$ cat src/rtl/mem_burst_pkg.sv
// Shared types for the burst controller that fronts a pseudo-two-port memory.
package mem_burst_pkg;

    typedef enum logic [1:0] {
        IDLE  = 2'd0,
        READ  = 2'd1,
        WRITE = 2'd2,
        DONE  = 2'd3
    } mem_burst_state_t;

endpackage

$ cat src/rtl/mem_burst_ctrl.sv
// Burst controller: streams a read or write burst through a memory, one word per cycle.
// Latency: first read word valid 2 cycles after accept, first write slot 1 cycle after accept.
// Backpressure: rd_ready low holds the output word and stalls reads; wr_valid low stalls writes.
module mem_burst_ctrl
    import mem_burst_pkg::*;
#(
    parameter  int WIDTH  = 16,
    parameter  int HEIGHT = 128,
    localparam int AW     = $clog2(HEIGHT),
    localparam int LW     = $clog2(HEIGHT) + 1
) (
    input  logic             clk,
    input  logic             rst,
    input  logic             cmd_valid,
    output logic             cmd_ready,
    input  logic             cmd_write,
    input  logic [AW-1:0]    cmd_addr,
    input  logic [LW-1:0]    cmd_len,
    output logic             rd_valid,
    input  logic             rd_ready,
    output logic [WIDTH-1:0] rd_data,
    input  logic             wr_valid,
    output logic             wr_ready,
    input  logic [WIDTH-1:0] wr_data,
    output logic [AW-1:0]    mem_read_addr,
    output logic             mem_read_en,
    input  logic [WIDTH-1:0] mem_qout,
    output logic [AW-1:0]    mem_write_addr,
    output logic             mem_write_en,
    output logic [WIDTH-1:0] mem_din,
    output logic             busy,
    output logic             done
);

    mem_burst_state_t state, state_nxt;
    logic [AW-1:0]    addr;
    logic [AW-1:0]    addr_inc;
    logic [LW-1:0]    remaining;
    logic             rem_nz;
    logic             issue;
    logic             wr_xfer;
    logic             out_free;

    assign rem_nz   = (remaining != '0);
    // Explicit wrap so non-power-of-2 depths never address past the last word.
    assign addr_inc = (addr == AW'(HEIGHT - 1)) ? '0 : addr + AW'(1);
    assign out_free = !rd_valid || rd_ready;

    always_comb begin
        state_nxt = state;
        cmd_ready = 1'b0;
        issue     = 1'b0;
        wr_ready  = 1'b0;
        case (state)
            IDLE: begin
                cmd_ready = 1'b1;
                if (cmd_valid) begin
                    if (cmd_len == '0)
                        state_nxt = DONE;
                    else
                        state_nxt = cmd_write ? WRITE : READ;
                end
            end
            READ: begin
                issue = rem_nz && out_free;
                if (!rem_nz && out_free)
                    state_nxt = DONE;
            end
            WRITE: begin
                wr_ready = rem_nz;
                if (!rem_nz || (wr_valid && remaining == LW'(1)))
                    state_nxt = DONE;
            end
            DONE:    state_nxt = IDLE;
            default: state_nxt = IDLE;
        endcase
    end

    assign wr_xfer        = wr_valid && wr_ready;
    assign mem_read_en    = issue;
    assign mem_read_addr  = issue ? addr : '0;
    assign mem_write_en   = wr_xfer;
    assign mem_write_addr = wr_xfer ? addr : '0;
    assign mem_din        = wr_xfer ? wr_data : '0;
    assign busy           = (state != IDLE);
    assign done           = (state == DONE);

    always_ff @(posedge clk) begin
        if (rst) begin
            state     <= IDLE;
            addr      <= '0;
            remaining <= '0;
            rd_valid  <= 1'b0;
            rd_data   <= '0;
        end else begin
            state <= state_nxt;
            if (cmd_valid && cmd_ready) begin
                addr      <= cmd_addr;
                remaining <= cmd_len;
            end else if (issue || wr_xfer) begin
                addr      <= addr_inc;
                remaining <= remaining - LW'(1);
            end
            if (issue) begin
                rd_data  <= mem_qout;
                rd_valid <= 1'b1;
            end else if (rd_valid && rd_ready) begin
                rd_valid <= 1'b0;
            end
        end
    end

endmodule

$ cat config.mk
export PLATFORM = sky130hd
export DESIGN_NAME = mem_burst_ctrl
export DESIGN_NICKNAME = d
export VERILOG_FILES = /design/src/rtl/mem_burst_pkg.sv /design/src/rtl/mem_burst_ctrl.sv
export SDC_FILE = /design/constraint.sdc
export NUM_CORES = 1
export LEC_CHECK = 0
export CORE_MARGIN = 2
export CORE_UTILIZATION = 30
export DETAILED_ROUTE_END_ITERATION = 8
export GPL_TIMING_DRIVEN = 0
export PLACE_DENSITY = 0.71
export SYNTH_ARGS = -nofsm -noshare
export SYNTH_HDL_FRONTEND = slang
export SYNTH_SLANG_ARGS = --single-unit
$ cat constraint.sdc
create_clock -name clk -period 4.04 [get_ports clk]
set_clock_uncertainty 0.15 [all_clocks]
set_input_delay 0.606 -clock clk [delete_from_list [all_inputs] [get_ports clk]]
set_output_delay 0.606 -clock clk [all_outputs]
set_load 0.005 [all_outputs]
# Word-level counts from Yosys, hierarchy flattened

Cells that the tools add are included.

Add/sub/neg operators: 2
Eq/ne operators: 8
Multiplexer cells: 19
Reductions and logical operators: 18

Operators by type and width:

| operator              | count |
|---|---|
| $mux W7               | 5 |
| $mux W16              | 1 |
| $mux W8               | 2 |
| $mux W2               | 5 |
| $eq A8 B1 Y1 const B  | 1 |
| $logic_not A8 Y1      | 1 |
| $pmux W2 S4           | 1 |
| $reduce_bool A8 Y1    | 1 |
| $sub A8 B1 Y8 const B | 1 |
| $add A7 B1 Y7 const B | 1 |
| $eq A7 B7 Y1 const B  | 1 |
| $logic_and A1 B1 Y1   | 6 |
| $ne A2 B2 Y1 const B  | 3 |
| $reduce_bool A2 Y1    | 3 |
| $mux W1               | 5 |
| $eq A2 B2 Y1 const B  | 2 |
| $logic_or A1 B1 Y1    | 3 |
| $reduce_and A3 Y1     | 1 |
| $eq A2 B1 Y1 const B  | 1 |
| $logic_not A1 Y1      | 2 |
| $logic_not A2 Y1      | 1 |

Bits in registers: 34
Bits of input ports: 53
Output and inout port bits: 53
Logic and storage cells: 52

# Depth between registers and ports, before layout

Depth in word-level cells: 7
Depth in mapped cells: 8

# Least setup slack after synthesis

OpenSTA, ideal clock, no wires.

Kind: register to output
Start point: reg remaining[2]
End point: out mem_din[10]
Arrival: 1.906 ns
Data required time: 3.284 ns
Setup slack: 1.378 ns
Cell stages (with the launch flop): 7
Cell sequence: dfxtp_1 > or4_1 > buf_2 > or3_1 > and3_1 > clkbuf_1 > and2_1

Word-level cells in the longest chain between the ends: 4

Ends and longest elaborated chain:

| item                     | line                  | RTL |
|---|---|---|
| start: declaration       | mem_burst_ctrl.sv:38  | `logic [LW-1:0] remaining;` |
| start signal: assignment | mem_burst_ctrl.sv:99  | `remaining <= cmd_len;` |
| start signal: assignment | mem_burst_ctrl.sv:102 | `remaining <= remaining - LW'(1);` |
| $reduce_bool A8 Y1       | mem_burst_ctrl.sv:44  | `assign rem_nz = (remaining != '0);` |
| $mux W1                  | mem_burst_ctrl.sv:54  | `case (state)` |
| $logic_and A1 B1 Y1      | mem_burst_ctrl.sv:79  | `assign wr_xfer = wr_valid && wr_ready;` |
| net mem_write_en         | mem_burst_ctrl.sv:29  | `output logic mem_write_en,` |
| $mux W16                 | mem_burst_ctrl.sv:84  | `assign mem_din = wr_xfer ? wr_data : '0;` |
| end: declaration         | mem_burst_ctrl.sv:30  | `output logic [WIDTH-1:0] mem_din,` |

The timed path passes the listed nets, and every way through them passes these cells.

# Worst setup path in the final report

Start point: reg remaining[2]
End point: out mem_din[0]

Word-level cells in the longest chain between the ends: 4

Ends and longest elaborated chain:

| item                | line |
|---|---|
| $reduce_bool A8 Y1  | mem_burst_ctrl.sv:44 |
| $mux W1             | mem_burst_ctrl.sv:54 |
| $logic_and A1 B1 Y1 | mem_burst_ctrl.sv:79 |
| $mux W16            | mem_burst_ctrl.sv:84 |

No other way between the ends.

==> results.cfg <==
[detailed_routing]
firstDrtPassIters = 4
vias_per_cell = 5.10
drc = 0
drtIter0Drc = 116
dr_total_vias = 2181
drtAntennaViolNets = 0
routed_wl_um = 6140
wire_per_inst_um = 14.4

[floorplanning]
core-area_um2 = 6420
die_w_um = 86.1
die_h_um = 86.1
dieArea_um2 = 7410
initial_utilization_pct = 31.5
rows = 29
pin_count = 106

[synth]
ys_seq_area_share_pct = 33.7
synth_cell_types = 36
synth_top_area_cell = dfxtp_1
synthFlopType = dfxtp_1
synth.most_common_cell = dfxtp_1
postSynthNetCount = 300
synth_area_leaders = dfxtp_1 (34%), and2_1 (9.6%), mux2i_1 (7.9%), nor2_1 (5.8%), a311oi_1 (5.6%)
synth_cells = 239
synth_enable_flop_cells = 0
yosys_warnings = 0
synthArstFlopShare_pct = 0
yosys-top-cells-count = dfxtp_1 (34), and2_1 (31), nor2_1 (31)
yosys_register_bits = 34
avgSynthCellArea_um2 = 8.46
yosysTopAreaCellShare_pct = 33.7
netlist_area_um2 = 2020

[sta]
fin_crit_sh_pct = 88.5
rsz0062_at_grt = false
slew_viol_final = 0
setup_viol = 0
min_period_ps = 3580
setup_ws_ps = 464
timing.fmax_ghz = 0.280
worst_pin_slew_ps = 591
finalSetupTns_ps = 0
hold_viol_final = 0
slew_headroom_pct = 60.4

[global_routing]
grt_max_degree = 13
antenna_found_initial = 0
use_met3_pct = 4.04
grt_pass1_wl_um = 10000
grtUsageMet1_pct = 22.7
use_met2_pct = 26.6
grt_overflow = 0
grt_pass1_vias = 2063
grt.total_usage_pct = 16.7
busiest_layer = met2

[critical_path]
crit_buf_inv = 3
crit_family = simple AND/OR/NAND/NOR gates
endpoint_kind = output pin
crit_type = reg -> out
worstPathCellList = or4_1 -> buf_2 -> or3_1 -> and3_1 -> clkbuf_1 -> and2_1 -> clkdlybuf4s50_1
slowest_delay_ps = 520
crit_fanout = 10
cp-start-kind = register
crit_slowest_cell = or4_1
required_ps = 3280
critPathArrivalTime_ps = 2820

[clock_network]
cts_num_sinks = 34
cts-root-to-sink-buffers = 2
cts.clk_slew.worst_paths_ps = 70
ctsRootBufferMaster = clkbuf_8
cts_setup_buffers = 0
clk_latency_ps = 290
h-tree-depth = 2
cts-resized-gates = 0
cts_tree = built
cts_buffers = 5
cts_hold_buf = 0

[final_layout]
final_cell_area_um2 = 3300
fillCellCount = 611
fin_nets = 411
syn_to_final_growth_pct = 63.1
final_layout_size_suffix_gt1_share_pct = 3.99
final_core_util_pct = 51.3
seqCellArea_um2 = 681
diodes = 0
multi_input_area_um2 = 1230

[power_and_ir_drop]
p_leak_nw = 1.30
irDropWorstVdd_v = 0.000284
pwr_density_cell_nw_per_um2 = 515
power_mw = 1.70

[flow_run]
max_cap_violations = 0

[placed_design]
port-buffer-count = 104
place_area_um2 = 3160
globalplace.congestion = 0.863
dp_slack_ps = 774
hpwl_um = 4680

[status]
run_status = completed

[hold_path]
hp-class = reg -> reg
==> metrics by stage <==
stage	cells	hold WS, ps
global placement	420	324
global route	428	370
floorplan	239	333
finish	428	345
detailed placement	420	334
CTS	428	352
==> power breakdown <==
| group | leakage, nW | internal (mW) | total, mW | switching [mW] |
|---|---|---|---|---|
| sequential | 0.279 | 0.431 | 0.521 | 0.0901 |
| combinational | 0.954 | 0.385 | 0.796 | 0.411 |
| clock | 0.0683 | 0.247 | 0.380 | 0.133 |
| total | 1.30 | 1.06 | 1.70 | 0.634 |
==> worst min-delay path: cells and delay by family (launching register included) <==
family | cells | cell delay, ps
flops | 1 | 330
simple gates | 1 | 70
mux | 1 | 70
==> sequential cells by signal (all words and copies together) (netlist names) <==
signal     count
state          2
rd_valid       1
addr           7
rd_data       16
remaining      8
==> layer usage <==
layer | vias to the layer above | wire length, um
met4 | 0 | 45
met3 | 5 | 361
li1 | 1098 | -
met5 | - | 0
met1 | 1008 | 2860
met2 | 70 | 2880
==> final timing paths <==
path                            slack, ps  cells after the start      endpoint    startpoint
worst min register to register        340                      2    rd_data[2]    rd_data[2]
worst max register to register       1370                      8  remaining[0]      state[1]
worst min-delay path                  340                      2    rd_data[2]    rd_data[2]
worst max-delay path                  460                      7    mem_din[0]  remaining[2]
==> cell families after synthesis <==
logic type      count (synthesis)  synth area share, %
compound gates                 47                 18.2
fa+ha+maj                       8                 4.95
flops                          34                 33.7
buf+inv                        27                 5.32
mux                            16                 7.92
simple gates                  107                 30.0
==> cell usage in the layout, fill, tap and decap left out, types with 3 or more instances in the layout <==
master           instances
nand2_1                  7
nand2b_1                 6
or3_1                    3
nor2_1                  31
dfxtp_1                 34
inv_1                    9
mux2i_1                 16
or4_1                   13
o31ai_1                  9
ha_1                     8
a311oi_1                13
clkdlybuf4s50_1        104
clkbuf_1                14
clkbuf_8                 5
a21oi_1                  3
and3_1                   3
and2_1                  31
o21ai_0                  7
nand3_1                  5
==> area by class of cell <==
type / instances / share of cell area, %
Timing Repair Buffer: 104 / 31.6
Inverter: 10 / 1.14
Buffer: 17 / 2.13
Tap cell: 77 / 2.92
Multi-Input combinational cell: 178 / 37.4
Sequential cell: 34 / 20.6
Clock inverter: 3 / 2.09
Clock buffer: 5 / 2.09
Power figures use the tool's default switching activity.
